$ cat src/rtl/mips16_trace_buffer.sv
//------------------------------------------------------------------------------
// Module   : mips16_trace_buffer
// Purpose  : PC-triggered execution trace FIFO for the 16-bit MIPS core.
//            Optional per-record cycle timestamp: define TRACE_TIMESTAMP_EN.
// Revision : 1.0 - initial release
//------------------------------------------------------------------------------
`default_nettype none

module mips16_trace_buffer #(
  parameter int DEPTH  = 16,
  parameter int ADDR_W = 4,
  parameter int OVF_W  = 8
) (
  input  logic              clk,
  input  logic              reset,
  input  logic [15:0]       pc_in,
  input  logic [15:0]       alu_in,
  input  logic              arm,
  input  logic              stop,
  input  logic [15:0]       trig_pc,
  input  logic              rd_ready,
  output logic              rd_valid,
  output logic [15:0]       rd_pc,
  output logic [15:0]       rd_alu,
  output logic [ADDR_W:0]   count,
  output logic [OVF_W-1:0]  overflow,
  output logic [1:0]        state
`ifdef TRACE_TIMESTAMP_EN
  ,
  output logic [15:0]       rd_ts
`endif
);

  typedef enum logic [1:0] {
    S_IDLE    = 2'd0,
    S_ARMED   = 2'd1,
    S_CAPTURE = 2'd2,
    S_DONE    = 2'd3
  } state_t;

`ifdef TRACE_TIMESTAMP_EN
  localparam int ENTRY_W = 48;
`else
  localparam int ENTRY_W = 32;
`endif

  localparam logic [ADDR_W:0]   CNT_FULL = (ADDR_W+1)'(DEPTH);
  localparam logic [ADDR_W:0]   CNT_ONE  = (ADDR_W+1)'(1);
  localparam logic [ADDR_W-1:0] PTR_ONE  = ADDR_W'(1);
  localparam logic [OVF_W-1:0]  OVF_ONE  = OVF_W'(1);
  localparam logic [OVF_W-1:0]  OVF_SAT  = '1;

  state_t              state_q, state_d;
  logic [15:0]         last_pc_q;
  logic [ADDR_W-1:0]   rd_ptr_q, rd_ptr_d;
  logic [ADDR_W-1:0]   wr_ptr_q, wr_ptr_d;
  logic [ADDR_W:0]     count_q, count_d;
  logic [OVF_W-1:0]    overflow_q, overflow_d;
  logic [ENTRY_W-1:0]  mem_q [DEPTH];

  logic                new_instr;
  logic                wr_req;
  logic                wr_en;
  logic                rd_fire;
  logic                full;
  logic                drop;
  logic [ENTRY_W-1:0]  wr_data;
  logic [ENTRY_W-1:0]  head;

`ifdef TRACE_TIMESTAMP_EN
  logic [15:0]         ts_q;

  always_ff @(posedge clk or posedge reset) begin
    if (reset) begin
      ts_q <= 16'h0000;
    end else begin
      ts_q <= ts_q + 16'h0001;
    end
  end

  assign wr_data = {ts_q, pc_in, alu_in};
`else
  assign wr_data = {pc_in, alu_in};
`endif

  assign new_instr = (pc_in != last_pc_q);

  // Trigger FSM; stop beats arm, and in ARMED stop also beats a PC match.
  always_comb begin
    state_d = state_q;
    wr_req  = 1'b0;
    case (state_q)
      S_IDLE: begin
        if (arm && !stop) begin
          state_d = S_ARMED;
        end
      end
      S_ARMED: begin
        if (stop) begin
          state_d = S_IDLE;
        end else if (new_instr && (pc_in == trig_pc)) begin
          state_d = S_CAPTURE;
          wr_req  = 1'b1;
        end
      end
      S_CAPTURE: begin
        wr_req = new_instr;
        if (stop) begin
          state_d = S_DONE;
        end
      end
      S_DONE: begin
        if (arm && !stop) begin
          state_d = S_ARMED;
        end
      end
      default: begin
        state_d = S_IDLE;
      end
    endcase
  end

  // A full FIFO still accepts a record if the head leaves in the same cycle.
  always_comb begin
    rd_fire    = (count_q != '0) && rd_ready;
    full       = (count_q == CNT_FULL);
    wr_en      = wr_req && (!full || rd_fire);
    drop       = wr_req && full && !rd_fire;
    rd_ptr_d   = rd_fire ? (rd_ptr_q + PTR_ONE) : rd_ptr_q;
    wr_ptr_d   = wr_en ? (wr_ptr_q + PTR_ONE) : wr_ptr_q;
    count_d    = count_q;
    overflow_d = overflow_q;
    if (wr_en && !rd_fire) begin
      count_d = count_q + CNT_ONE;
    end else if (rd_fire && !wr_en) begin
      count_d = count_q - CNT_ONE;
    end
    if (drop && (overflow_q != OVF_SAT)) begin
      overflow_d = overflow_q + OVF_ONE;
    end
  end

  always_ff @(posedge clk or posedge reset) begin
    if (reset) begin
      state_q    <= S_IDLE;
      last_pc_q  <= 16'hFFFF;
      rd_ptr_q   <= '0;
      wr_ptr_q   <= '0;
      count_q    <= '0;
      overflow_q <= '0;
    end else begin
      state_q    <= state_d;
      last_pc_q  <= pc_in;
      rd_ptr_q   <= rd_ptr_d;
      wr_ptr_q   <= wr_ptr_d;
      count_q    <= count_d;
      overflow_q <= overflow_d;
    end
  end

  always_ff @(posedge clk) begin
    if (wr_en) begin
      mem_q[wr_ptr_q] <= wr_data;
    end
  end

  assign head     = mem_q[rd_ptr_q];
  assign rd_valid = (count_q != '0);
  assign rd_pc    = rd_valid ? head[31:16] : 16'h0000;
  assign rd_alu   = rd_valid ? head[15:0]  : 16'h0000;
`ifdef TRACE_TIMESTAMP_EN
  assign rd_ts    = rd_valid ? head[47:32] : 16'h0000;
`endif

  assign count    = count_q;
  assign overflow = overflow_q;
  assign state    = state_q;

endmodule

`default_nettype wire

$ cat config.mk
export PLATFORM = sky130hd
export DESIGN_NAME = mips16_trace_buffer
export DESIGN_NICKNAME = d
export VERILOG_FILES = /design/src/rtl/mips16_trace_buffer.sv
export SDC_FILE = /design/constraint.sdc
export NUM_CORES = 1
export LEC_CHECK = 0
export BUFFER_PORTS_ARGS = -buffer_cell sky130_fd_sc_hd__buf_2
export CAP_MARGIN = 20
export CORE_MARGIN = 10
export CORE_UTILIZATION = 42
export DETAILED_ROUTE_END_ITERATION = 10
export GPL_TIMING_DRIVEN = 0
export RECOVER_POWER = 50
export SYNTH_ARGS = -nofsm -noshare
export SYNTH_HDL_FRONTEND = slang
export SYNTH_SLANG_ARGS = --single-unit
$ cat constraint.sdc
create_clock -name clk -period 6.4 [get_ports clk]
set_input_delay 0.32 -clock clk [delete_from_list [all_inputs] [get_ports clk]]
set_output_delay 0.32 -clock clk [all_outputs]
set_load 0.05 [all_outputs]
==> reports/metrics.yaml <==
min_path:
  hold_path.class: "in2reg"
critical_path:
  critPathLaunchType: "primary input"
  critPathSlowestCell: "clkbuf_1"
  crit_fanout: 19
  path_delay_family: "buffers and inverters"
  critical_path.max_stage_delay_ns: 0.69
  critPathRequiredTime_ns: 6.91
  path_cells: "dlygate4sd3_1, clkbuf_1, xor2_1, nor4_2, a41oi_4, nor3_2, buf_4, ha_1, inv_1, ha_1, nor2b_1, o21a_1, or3_1, a21oi_1, xor2_1"
  endpoint_kind: "register"
  critical_path_class: "in2reg"
  path_buf_inv: 4
  arrival_ns: 4.95
timing:
  final.setup_skew_ns: 0.0149
  fmax_mhz: 225
  final_max_slew_viol_count: 40
  tightest_slew_ns: 1.58
  grt_setup_unrepaired: "false"
  max_slew_margin_pct: -5.37
  fin_ws_ns: 1.96
  final_hold_viol_count: 0
  final.setup.tns_ns: 0
  fin_crit_sh_pct: 69.3
  setup_viol: 0
  period_needed_ns: 4.44
clock_tree:
  cts_resized: 0
  h-tree-depth: 2
  cts.sinks: 551
  cts_buffers: 54
  cts_tree: "built"
  clk_pin_slew_ns: 0.06
  post-cts-setup-buffers: 0
  cts_hold_buf: 16
  clkLatencyLatePin_ns: 0.59
  cts_buffer_depth: 3
  cts-root-buf: "clkbuf_16"
detailed_routing:
  viasPerCell: 5.47
  ant_nets: 0
  wirelength_mm: 47.8
  vias: 10200
  drt-pass1-iter-count: 5
  drt_iter0_drc: 824
  post_drt_wl_per_cell_microns: 25.7
  drc: 0
die:
  io_pins: 101
  die_w_microns: 247
  die-area_sq_mm: 0.0611
  start_util_pct: 42.4
  core-area_sq_mm: 0.0512
  die_h_microns: 247
  rows: 83
finish:
  final_nets: 1209
  area_delta_synth_final_pct: 15.7
  diodes: 0
  fin_util_pct: 49.0
  drive_gt1_share_pct: 30.9
synthesis:
  synth-seq-area-share_pct: 75.5
  synth_edf_count: 512
  ys_warn_count: 0
  synth_seq_cells: 551
  synthesis.nets: 1019
  synthCells: 952
  synth_area_sq_mm: 0.0217
  yosys.cell_types.count: 48
  synthArstFlopShare_pct: 7.08
  syn_area_per_cell_sq_um: 22.8
  ys.flop_type: "edfxtp_1"
power:
  p_sw_w: 0.00347
  p_seq_share_pct: 38.2
  totalPowerFinal_w: 0.0105
  power_density_mw_per_mm2: 419
  clkPwrFrac_pct: 27.4
  ir_worst_vdd_uv: 281
  power_leakage_nw: 8.09
  swShare_pct: 33.0
  pwr-share-comb_pct: 34.4
  intPower_w: 0.00704
placed_design:
  gp_congestion: 0.753
  pre_cts_slack_ns: 2.14
  dp_hpwl_mm: 30.1
  io_buffers: 100
global_routing:
  grt.busiest_layer: "met2"
  grt_pass1_wl_mm: 70.8
  gr-usage-met1_pct: 22.1
  grt_usage_pct: 15.9
  grt_use_met3_pct: 2.98
  grt_pass1_vias: 10700
  antenna_found_initial: 0
  overflow: 0
  use_met2_pct: 25.3
  grt_max_degree: 40
outcome:
  status: "finished with violations"
  violations: "capacitance limit, slew limit"
run:
  cap_violations: 1
[final timing paths]
path,startpoint,endpoint,slack (ns),cells past startpoint
min,rd_ready,rd_ptr_q[2]$_DFFE_PP0P_,0.09,3
max in group asynchronous,reset,count[2]$_DFFE_PP0P_,4.67,3
max,pc_in[8],count[4]$_DFFE_PP0P_,1.96,15
min in group asynchronous,reset,state[0]$_DFFE_PP0P_,0.80,3
min reg2reg,overflow[5]$_DFFE_PP0P_,overflow[5]$_DFFE_PP0P_,0.50,1
max reg2reg,state[0]$_DFFE_PP0P_,count[4]$_DFFE_PP0P_,2.47,15
[cells by family after synthesis]
family,share of synthesized area (%)
AO/OA/AOI/OAI,0.583
XOR/XNOR,1.98
adder cells (fa/ha/maj),0.842
buffers and inverters,1.17
flip-flops,75.5
multiplexers,16.8
AND/OR/NAND/NOR,3.12
[worst register-to-register path, delay by kind of cell (launching register included)]
family	cells	cell delay, ns
buffers and inverters	4	0.54
AND/OR/NAND/NOR	4	1.04
adder cells (fa/ha/maj)	3	0.83
XOR/XNOR	1	0.15
AO/OA/AOI/OAI	3	0.87
flip-flops	1	0.43
[layout make-up]
| cell class | count | area [sq um] |
|---|---|---|
| Buffer | 43 | 215 |
| Clock buffer | 65 | 1410 |
| Clock inverter | 28 | 156 |
| Fill cell | 4156 | 26100 |
| Inverter | 10 | 37.5 |
| Multi-Input combinational cell | 348 | 5080 |
| Sequential cell | 551 | 16400 |
| Tap cell | 680 | 851 |
| Timing Repair Buffer | 134 | 973 |
[per-layer routing]
| layer | part of all wire, % | up-vias |
|---|---|---|
| li1 | - | 4363 |
| met1 | 45 | 5455 |
| met2 | 48 | 287 |
| met3 | 5.3 | 62 |
| met4 | 1.8 | 0 |
| met5 | 0 | - |
[registers in the layout, summed over array words and instances, names as in the netlist]
name,count
rd_ptr_q,4
last_pc_q,16
count,5
wr_ptr_q,4
state,2
overflow,8
mem_q,512
[synth_stat cells, types with 2 or more instances]
master | number | area (sq um)
a21oi_1 | 3 | 15.0
dfstp_2 | 16 | 420
mux4_2 | 160 | 3600
ha_1 | 13 | 163
buf_2 | 4 | 20.0
nand3_1 | 6 | 30.0
nor2b_1 | 4 | 25.0
buf_4 | 11 | 82.6
clkbuf_1 | 19 | 71.3
mux2_2 | 2 | 22.5
o21ai_0 | 3 | 15.0
and3_1 | 12 | 75.1
nor2_1 | 3 | 11.3
xor2_1 | 28 | 245
nor4_1 | 9 | 56.3
inv_1 | 10 | 37.5
buf_1 | 8 | 30.0
dfrtp_1 | 23 | 576
and2_1 | 37 | 231
nand2_1 | 11 | 41.3
nand2b_1 | 3 | 18.8
edfxtp_1 | 512 | 15400
nand4_1 | 7 | 43.8
nor4_2 | 4 | 50.1
xnor2_1 | 21 | 184
[layout by cell type (no fill, tap or decap), drive strengths merged, types with 4 or more instances in the layout]
master       synthesis  routed
and2                37      37
nand2               11      11
nand3                6       6
nor2b                4       4
edfxtp             512     512
nor4                13      13
nand4                7       7
buf                 24     102
dfstp               16      16
xnor2               21      21
and3                12      12
clkbuf              19     124
dlygate4sd3          0      16
xor2                28      28
clkinv               0      23
ha                  13      13
mux4               160     160
dfrtp               23      23
inv                 10      13
[power groups by stage]
stage / registers (W) / logic [W] / clock network (W)
2_1_floorplan: 0.00415 / 0.00263 / 0
3_3_place_gp: 0.00408 / 0.00366 / 0
3_5_place_dp: 0.00409 / 0.00371 / 0
4_1_cts: 0.00401 / 0.00373 / 0.00295
5_1_grt: 0.00402 / 0.00385 / 0.00309
6_report: 0.00401 / 0.00362 / 0.00288
[stage by stage]
stage,hold WS (ns),std cells,instance area [sq um]
after floorplan,0.324,952,21700
after global placement,0.485,1732,23000
after detailed placement,0.490,1750,23400
after CTS,0.00652,1859,25200
after global routing,0.0788,1859,25100
final,0.0853,1859,25100
Power figures use the tool's default switching activity.
